## src/rtl/uar_frame_ctrl_if.sv

```systemverilog
// Cell-write bus between the frame controller and board memory.
interface uar_frame_ctrl_if #(
  parameter int ADDR_W = 7,
  parameter int CELL_W = 2
);
  logic              wr_ready_in;
  logic              cell_we_out;
  logic [ADDR_W-1:0] cell_addr_out;
  logic [CELL_W-1:0] cell_val_out;

  modport master (input wr_ready_in, output cell_we_out, cell_addr_out, cell_val_out);
  modport slave  (output wr_ready_in, input cell_we_out, cell_addr_out, cell_val_out);
endinterface

```

## src/rtl/uar_frame_ctrl.sv

```systemverilog
// Frame controller: latches a 162-bit UART packet, validates its 81 board cells
// and streams them into board memory, resetting the receiver on errors.
module uar_frame_ctrl #(
  parameter int N_CELLS   = 81,
  parameter int CELL_W    = 2,
  parameter int PKT_LNGTH = 162,
  parameter int ADDR_W    = 7,
  parameter int STALL_MAX = 1024,
  parameter int RST_CYC   = 4
) (
  input  logic                 clk_in,
  input  logic                 rst_n_in,
  input  logic                 rx_ready_in,
  input  logic [PKT_LNGTH-1:0] rx_data_in,
  uar_frame_ctrl_if.master     cell_bus,
  output logic                 frame_done_out,
  output logic                 frame_err_out,
  output logic [1:0]           err_code_out,
  output logic [15:0]          frame_count_out,
  output logic                 rx_rst_out,
  output logic                 busy_out
);

  localparam int STALL_W = $clog2(STALL_MAX);
  localparam int RST_W   = $clog2(RST_CYC) + 1;

  localparam logic [1:0] ERR_NONE    = 2'b00;
  localparam logic [1:0] ERR_ILLEGAL = 2'b01;
  localparam logic [1:0] ERR_STALL   = 2'b10;
  localparam logic [1:0] ERR_OVERRUN = 2'b11;

  typedef enum logic [2:0] {IDLE, CHECK, WRITE, DONE, ERR} state_t;

  state_t               state_q, state_d;
  logic                 rdy_q;
  logic [PKT_LNGTH-1:0] buf_q;
  logic [ADDR_W-1:0]    addr_q;
  logic [STALL_W-1:0]   stall_q;
  logic [RST_W-1:0]     rst_cnt_q;
  logic [1:0]           err_code_q;
  logic [15:0]          frame_cnt_q;

  logic rx_edge;
  logic xfer;
  logic stall_limit;
  logic last_cell;

  function automatic logic has_illegal(input logic [PKT_LNGTH-1:0] frame);
    logic hit;
    hit = 1'b0;
    for (int i = 0; i < N_CELLS; i++)
      if (frame[i*CELL_W +: CELL_W] == {CELL_W{1'b1}}) hit = 1'b1;
    return hit;
  endfunction

  assign rx_edge     = !rdy_q && rx_ready_in;
  assign xfer        = (state_q == WRITE) && cell_bus.wr_ready_in;
  assign stall_limit = (stall_q == STALL_W'(STALL_MAX - 1));
  assign last_cell   = (addr_q == ADDR_W'(N_CELLS - 1));

  always_ff @(posedge clk_in or negedge rst_n_in) begin
    if (!rst_n_in) state_q <= IDLE;
    else           state_q <= state_d;
  end

  always_comb begin
    state_d = state_q;
    unique case (state_q)
      IDLE:  if (rx_edge) state_d = CHECK;
      CHECK: state_d = has_illegal(buf_q) ? ERR : WRITE;
      WRITE: begin
        if (xfer && last_cell)                          state_d = DONE;
        else if (!cell_bus.wr_ready_in && stall_limit)  state_d = ERR;
      end
      DONE:  state_d = IDLE;
      ERR:   if (rst_cnt_q == RST_W'(RST_CYC - 1)) state_d = IDLE;
      default: state_d = IDLE;
    endcase
  end

  // Cells leave from the bottom of the buffer, so the value bus is a plain register slice.
  always_ff @(posedge clk_in or negedge rst_n_in) begin
    if (!rst_n_in) begin
      rdy_q       <= 1'b1;
      buf_q       <= '0;
      addr_q      <= '0;
      stall_q     <= '0;
      rst_cnt_q   <= '0;
      err_code_q  <= ERR_NONE;
      frame_cnt_q <= '0;
    end else begin
      rdy_q <= (state_q == ERR) ? 1'b1 : rx_ready_in;
      if (rx_edge && (state_q inside {CHECK, WRITE, DONE})) err_code_q <= ERR_OVERRUN;
      unique case (state_q)
        IDLE: if (rx_edge) begin
          buf_q      <= rx_data_in;
          err_code_q <= ERR_NONE;
        end
        CHECK: begin
          addr_q    <= '0;
          stall_q   <= '0;
          rst_cnt_q <= '0;
          if (has_illegal(buf_q)) err_code_q <= ERR_ILLEGAL;
        end
        WRITE: begin
          if (xfer) begin
            addr_q  <= addr_q + ADDR_W'(1);
            buf_q   <= buf_q >> CELL_W;
            stall_q <= '0;
          end else if (stall_limit) begin
            err_code_q <= ERR_STALL;
          end else begin
            stall_q <= stall_q + STALL_W'(1);
          end
        end
        DONE: frame_cnt_q <= frame_cnt_q + 16'd1;
        ERR:  rst_cnt_q   <= rst_cnt_q + RST_W'(1);
        default: ;
      endcase
    end
  end

  always_comb begin
    cell_bus.cell_we_out   = 1'b0;
    cell_bus.cell_addr_out = addr_q;
    cell_bus.cell_val_out  = '0;
    frame_done_out         = 1'b0;
    frame_err_out          = 1'b0;
    rx_rst_out             = 1'b0;
    busy_out               = (state_q != IDLE);
    err_code_out           = err_code_q;
    frame_count_out        = frame_cnt_q;
    unique case (state_q)
      WRITE: begin
        cell_bus.cell_we_out  = 1'b1;
        cell_bus.cell_val_out = buf_q[CELL_W-1:0];
      end
      DONE: frame_done_out = 1'b1;
      ERR: begin
        rx_rst_out    = 1'b1;
        frame_err_out = (rst_cnt_q == '0);
      end
      default: ;
    endcase
  end

endmodule

```

## src/flat_wrapper.sv

```systemverilog
// flat-port wrapper written by rule: the top's interface ports become plain ports
module uar_frame_ctrl_flat 
#(
  parameter int N_CELLS   = 81,
  parameter int CELL_W    = 2,
  parameter int PKT_LNGTH = 162,
  parameter int ADDR_W    = 7,
  parameter int STALL_MAX = 1024,
  parameter int RST_CYC   = 4
)
  (clk_in, rst_n_in, rx_ready_in, rx_data_in, frame_done_out, frame_err_out, err_code_out, frame_count_out, rx_rst_out, busy_out, cell_bus_wr_ready_in, cell_bus_cell_we_out, cell_bus_cell_addr_out, cell_bus_cell_val_out);
  uar_frame_ctrl_if #(.ADDR_W(ADDR_W), .CELL_W(CELL_W)) cell_bus_i ();
  input  logic clk_in;
  input  logic rst_n_in;
  input  logic rx_ready_in;
  input  logic [PKT_LNGTH-1:0] rx_data_in;
  output logic frame_done_out;
  output logic frame_err_out;
  output logic [1:0] err_code_out;
  output logic [15:0] frame_count_out;
  output logic rx_rst_out;
  output logic busy_out;
  input wire logic [$bits(cell_bus_i.wr_ready_in)-1:0] cell_bus_wr_ready_in;
  output wire logic [$bits(cell_bus_i.cell_we_out)-1:0] cell_bus_cell_we_out;
  output wire logic [$bits(cell_bus_i.cell_addr_out)-1:0] cell_bus_cell_addr_out;
  output wire logic [$bits(cell_bus_i.cell_val_out)-1:0] cell_bus_cell_val_out;
  assign cell_bus_i.wr_ready_in = cell_bus_wr_ready_in;
  assign cell_bus_cell_we_out = cell_bus_i.cell_we_out;
  assign cell_bus_cell_addr_out = cell_bus_i.cell_addr_out;
  assign cell_bus_cell_val_out = cell_bus_i.cell_val_out;
  uar_frame_ctrl #(.N_CELLS(N_CELLS), .CELL_W(CELL_W), .PKT_LNGTH(PKT_LNGTH), .ADDR_W(ADDR_W), .STALL_MAX(STALL_MAX), .RST_CYC(RST_CYC)) u_core (.clk_in(clk_in), .rst_n_in(rst_n_in), .rx_ready_in(rx_ready_in), .rx_data_in(rx_data_in), .cell_bus(cell_bus_i), .frame_done_out(frame_done_out), .frame_err_out(frame_err_out), .err_code_out(err_code_out), .frame_count_out(frame_count_out), .rx_rst_out(rx_rst_out), .busy_out(busy_out));
endmodule
```

## config.mk

```make
export PLATFORM = sky130hd
export DESIGN_NAME = uar_frame_ctrl_flat
export DESIGN_NICKNAME = d
export VERILOG_FILES = /design/src/rtl/uar_frame_ctrl_if.sv /design/src/rtl/uar_frame_ctrl.sv /design/src/flat_wrapper.sv
export SDC_FILE = /design/constraint.sdc
export NUM_CORES = 1
export LEC_CHECK = 0
export BUFFER_PORTS_ARGS = -buffer_cell sky130_fd_sc_hd__buf_4
export CAP_MARGIN = 0
export CORE_UTILIZATION = 50
export CTS_CLUSTER_SIZE = 25
export DETAILED_ROUTE_END_ITERATION = 16
export PLACE_DENSITY = 0.74
export SETUP_SLACK_MARGIN = 0.2
export SYNTH_ARGS = -nofsm -noshare
export SYNTH_HDL_FRONTEND = slang
export SYNTH_SLANG_ARGS = --single-unit
```

## constraint.sdc

```tcl
create_clock -name clk_in -period 2.4 [get_ports clk_in]
set_input_delay 0.12 -clock clk_in [delete_from_list [all_inputs] [get_ports clk_in]]
set_output_delay 0.12 -clock clk_in [all_outputs]
set_load 0.01 [all_outputs]
```

# Word level (Yosys, flattened, before mapping)
# Index checks and enable logic that the tools add are counted.
# W data, S select, Z words.
[word_totals]
regBits = 204
latch_bits = 0
ram_bits = 0
mem_bits_ro = 0
inputBits = 166
word_cells = 232
n_memories = 0
[op_classes]
add_sub_neg = 4
multipliers = 0
div = 0
n_lt_le_gt_ge = 0
eq_ne = 93
shifts = 0
n_mux = 109
bitwise = 0
n_reduce_logical = 18
[op_table]
columns = ["cell", "n"]
rows = [
  ["$mux W162", 2],
  ["$pmux W162 S2", 1],
  ["$eq A2 B2 Y1 const B", 81],
  ["$mux W1", 87],
  ["$mux W10", 2],
  ["$pmux W10 S2", 1],
  ["$add A16 B1 Y16 const B", 1],
  ["$mux W3", 5],
  ["$pmux W7 S2", 1],
  ["$mux W2", 6],
  ["$pmux W3 S4", 1],
  ["$add A10 B1 Y10 const B", 1],
  ["$eq A10 B10 Y1 const B", 1],
  ["$eq A3 B2 Y1 const B", 3],
  ["$add A7 B1 Y7 const B", 1],
  ["$eq A7 B7 Y1 const B", 1],
  ["$mux W7", 1],
  ["$logic_not A3 Y1", 2],
  ["$ne A2 B1 Y1 const B", 3],
  ["$pmux W2 S3", 1],
  ["$pmux W3 S2", 1],
  ["$reduce_and A3 Y1", 2],
  ["$reduce_bool A2 Y1", 3],
  ["$reduce_bool A3 Y1", 2],
  ["other kinds (8)", 14],
]

# Longest topological paths before layout
[logic_depth]
depth_word = 85
depth_mapped = 9

# Least setup slack after synthesis
# Ideal clock, no wire load.
[synth_path]
path_type = "register to register"
startpoint = "register u_core.stall_q[0]"
endpoint = "register u_core.err_code_q[0] (netlist: u_core.err_code_out[0])"
setup_ns = 0.121
arrival_time_ns = 1.719
required_ns = 2.279
slack_ns = 0.560
path_stages_with_launch = 8
synth_period_minus_slack_ns = 1.840
cell_sequence = "dfrtp_1 ha_1 nand4_1 or3_1 buf_2 o221a_1 nand2b_1 o22a_1"
[synth_via]
elab_chain_cells = 4
[synth_lines]
columns = ["item", "line_no", "rtl"]
rows = [
  ["from (decl)", "uar_frame_ctrl.sv:38", "logic [STALL_W-1:0] stall_q;"],
  ["from (signal assigned)", "uar_frame_ctrl.sv:113", "stall_q <= stall_q + STALL_W'(1);"],
  ["$eq A10 B10 Y1", "uar_frame_ctrl.sv:58", "assign stall_limit = (stall_q == STALL_W'(STALL_MAX - 1));"],
  ["$mux W2", "uar_frame_ctrl.sv:110", "end else if (stall_limit) begin"],
  ["$mux W2", "uar_frame_ctrl.sv:106", "if (xfer) begin"],
  ["$pmux W2 S3", "uar_frame_ctrl.sv:94", "unique case (state_q)"],
  ["to (signal assigned)", "uar_frame_ctrl.sv:93", "if (rx_edge && (state_q inside {CHECK, WRITE, DONE})) err_code_q <= ERR_OVERRUN;"],
  ["to (signal assigned)", "uar_frame_ctrl.sv:97", "err_code_q <= ERR_NONE;"],
  ["to (signal assigned)", "uar_frame_ctrl.sv:111", "err_code_q <= ERR_STALL;"],
  ["to (decl)", "uar_frame_ctrl.sv:40", "logic [1:0] err_code_q;"],
]
# Every way passes these cells.
# A chain may end at the register's enable or synchronous reset.

# Final worst setup path
[layout_path]
startpoint = "register u_core.buf_q[12]"
endpoint = "register u_core.err_code_q[1] (netlist: u_core.err_code_out[1])"
[layout_via]
elab_chain_cells = 79
[layout_lines]
columns = ["item", "line_no", "rtl"]
rows = [
  ["from (decl)", "uar_frame_ctrl.sv:36", "logic [PKT_LNGTH-1:0] buf_q;"],
  ["from (signal assigned)", "uar_frame_ctrl.sv:96", "buf_q <= rx_data_in;"],
  ["from (signal assigned)", "uar_frame_ctrl.sv:108", "buf_q <= buf_q >> CELL_W;"],
  ["$eq A2 B2 Y1", "uar_frame_ctrl.sv:52", "if (frame[i*CELL_W +: CELL_W] == {CELL_W{1'b1}}) hit = 1'b1;"],
  ["$mux W1 (75 in a row)", "uar_frame_ctrl.sv:52", ""],
  ["$mux W1", "uar_frame_ctrl.sv:94", ""],
  ["$mux W2", "uar_frame_ctrl.sv:103", "if (has_illegal(buf_q)) err_code_q <= ERR_ILLEGAL;"],
  ["$pmux W2 S3", "uar_frame_ctrl.sv:94", ""],
  ["to (signal assigned)", "uar_frame_ctrl.sv:93", ""],
  ["to (signal assigned)", "uar_frame_ctrl.sv:97", ""],
  ["to (signal assigned)", "uar_frame_ctrl.sv:103", ""],
]
# Every way passes these cells. The select of a mux whose other input is x is not followed.

==> flow_metrics.tcl <==
set metrics [dict create \
    portBuffers 197 \
    slew_headroom 0.573 \
    grt-ovfl-total 0 \
    wl_met2_um 15600 \
    vdd_drop_max_uv 642 \
    row_count 51 \
    hold_depth 3 \
    final_area_um2 14100 \
    cts-root-buf "clkbuf_16" \
    holdPathEnd "u_core.buf_q[159]" \
    synth_area_leaders "dfrtp_1 51%, mux2i_1 16%, nand2_1 7.0%, o21ai_0 6.7%, o21ai_1 2.6%" \
    drc 0 \
    max_freq_ghz 0.464 \
    grt_usage 0.311 \
    cts_max_level 1 \
    fin_util 0.725 \
    grt_pass1_vias 8849 \
    cp.required_ns 2.81 \
    pin_count 198 \
    fp.dieH_um 143 \
    firstDrtPassIters 5 \
    yosys_warnings 0 \
    r2r_start "u_core.buf_q[12]" \
    r2r-end "u_core.err_code_out[1]" \
    dpl_cell_area_um2 11600 \
    wl_met3_um 2270 \
    seq_area_frac_synth 0.515 \
    die_w_um 143 \
    cts-buffers-inserted 23 \
    grt_setup_unrepaired "false" \
    final_hold_viol_count 0 \
    gp_congestion 0.830 \
    clkTransAtPathRegs_ns 0.06 \
    slew_violations 0 \
    synthFlopType "dfrtp_1" \
    cts_tree "done" \
    synth_top_cell_by_area "dfrtp_1" \
    skew_ns 0.0148 \
    nNetsFinal 1489 \
    critPathLaunchType "register" \
    powerDensity_nw_per_um2 909 \
    wl_per_cell_um 19.7 \
    syn_area_per_cell_um2 10.2 \
    crit_path_end_kind "register" \
    async_flop_share 1.00 \
    fin_setup_tns_ns 0 \
    switching_share 0.353 \
    drive_gt1_frac 0.204 \
    clockBufferDepth 3 \
    crit_type "reg2reg" \
    status "completed" \
    power.switching_mw 4.53 \
    power_leakage_nw 6.19 \
    dieArea_um2 20400 \
    pwr-share-clk 0.267 \
    grt_pass1_wl_um 47800 \
    worstPathMaxFanout 4 \
    period_minus_slack_ns 2.16 \
    synthCells 968 \
    antennaDiodeCount 0 \
    sequentialPowerShare 0.488 \
    highest_layer "met4" \
    via_per_inst 5.63 \
    min_from "rx_data_in[159]" \
    coreArea_um2 19500 \
    tightest_slew_ns 0.640 \
    area_growth_pct 42.3 \
    clkLatencyLatePin_ns 0.51 \
    drv_cap 0 \
    synth-edff-count 0 \
    synth.ff_latch_count 204 \
    r2r_cells 5 \
    via_count 8989 \
    yosys-top-cells-count "203 x dfrtp_1, 185 x nand2_1, 160 x mux2i_1" \
    r2r_setup_slack_ns 0.24 \
    hold_slack_ns 0.0172 \
    drt_iter0_drc 675 \
    p_total_mw 12.8 \
    clock-sinks 204 \
    grt_max_degree 246 \
    setup_violations 0 \
    pwr-share-comb 0.244 \
    ant_nets 0 \
    antenna_found_initial 0 \
    cp.arrival_ns 2.57 \
    syn-num-nets 1141 \
    totalWireLength_um 31500 \
    hp-class "in2reg" \
    internal_power_mw 8.30 \
    ys_types 53 \
    dp_hpwl_um 19700 \
    initial_core_util 0.510 \
    synthMostInstantiatedCell "dfrtp_1" \
    synth_top_area_frac 0.512 \
    period_share 0.899 \
    synth.cell_area_um2 9920 \
    wl_met1_um 12500 \
]
-- critical path, cell delays in order, from the launching register on --
cell	delay (ns)
dfrtp_1	0.46
a22o_1	0.28
a221oi_1	0.43
nand4_1	0.15
or4_4	0.48
o31ai_1	0.27
-- timing repair --
item / 4_1_cts / 5_1_grt
setup buffers: 0 / 2
hold buffers: 164 / 0
gates resized for setup: 6 / 7
cloned: 1 / 1
endpoints found under the setup margin: 2 / 129
endpoints found under the hold margin: 221 / 0
-- cells by family after synthesis --
group,share of synthesized area
multiplexers,0.163
buffers and inverters,0.0347
AND/OR/NAND/NOR,0.121
flip-flops,0.515
AO/OA/AOI/OAI,0.141
XOR/XNOR,0.0168
adder cells (fa/ha/maj),0.00883
-- state kept, by name (all words and copies together) (netlist names) --
name / flops
u_core.rst_cnt_q: 3
u_core.cell_bus.cell_addr_out: 7
u_core.frame_count_out: 16
u_core.err_code_out: 2
u_core.stall_q: 10
u_core.buf_q: 162
u_core.state_q: 3
u_core.rdy_q: 1
-- final cells by class --
class                      count  area, µm²
timing repair buffer         380       3390
multi-input combinational    696       4500
timing repair inverter         1       8.76
clock buffer                  31        626
inverter                      10       53.8
clock inverter                 9        101
tap                          265        332
sequential                   204       5110
fill                        1353       5350
-- placed cells by master, fill, tap and decap left out, types with 15 or more instances in the layout --
cell / synthesis / final
o21ai_0: 133 / 133
o21ai_1: 52 / 52
dlygate4sd3_1: 0 / 164
mux2i_1: 160 / 160
nand2_1: 185 / 184
clkbuf_16: 0 / 24
buf_4: 15 / 206
a22oi_1: 21 / 21
nand4_1: 15 / 15
dfrtp_1: 203 / 200
-- power by group through the flow --
stage	Sequential (mW)	Clock [mW]	Combinational [mW]
floorplan	5.61	0	1.93
global placement	6.21	0	2.60
detailed placement	6.24	0	2.74
CTS	6.20	3.47	2.98
global route	6.37	3.64	3.51
finish	6.26	3.43	3.13
-- per-layer routing --
| layer | up-vias | track usage |
|---|---|---|
| li1 | 4144 | - |
| met1 | 4391 | 0.399 |
| met2 | 380 | 0.533 |
| met3 | 74 | 0.0490 |
| met4 | 0 | 0.115 |
| met5 | - | 0 |
-- through the flow --
step,cells,setup WS (ns)
2_1_floorplan,968,0.560
3_5_place_dp,1388,0.228
4_1_cts,1593,0.171
6_report,1596,0.243
3_3_place_gp,1388,0.227
5_1_grt,1596,0.202
-- worst max-delay path by stage --
stage                 startpoint                      to  slack (ns)  cells past startpoint
2_1_floorplan  u_core.stall_q[0]  u_core.err_code_out[0]        0.56                      7
3_3_place_gp   u_core.state_q[2]       u_core.buf_q[120]        0.23                      6
3_5_place_dp   u_core.state_q[2]       u_core.buf_q[120]        0.23                      6
4_1_cts        u_core.state_q[2]           frame_err_out        0.17                      5
5_1_grt        u_core.stall_q[0]  u_core.err_code_out[0]        0.20                      6
6_report        u_core.buf_q[12]  u_core.err_code_out[1]        0.24                      5
No activity file was read; power rests on OpenSTA's default activity.
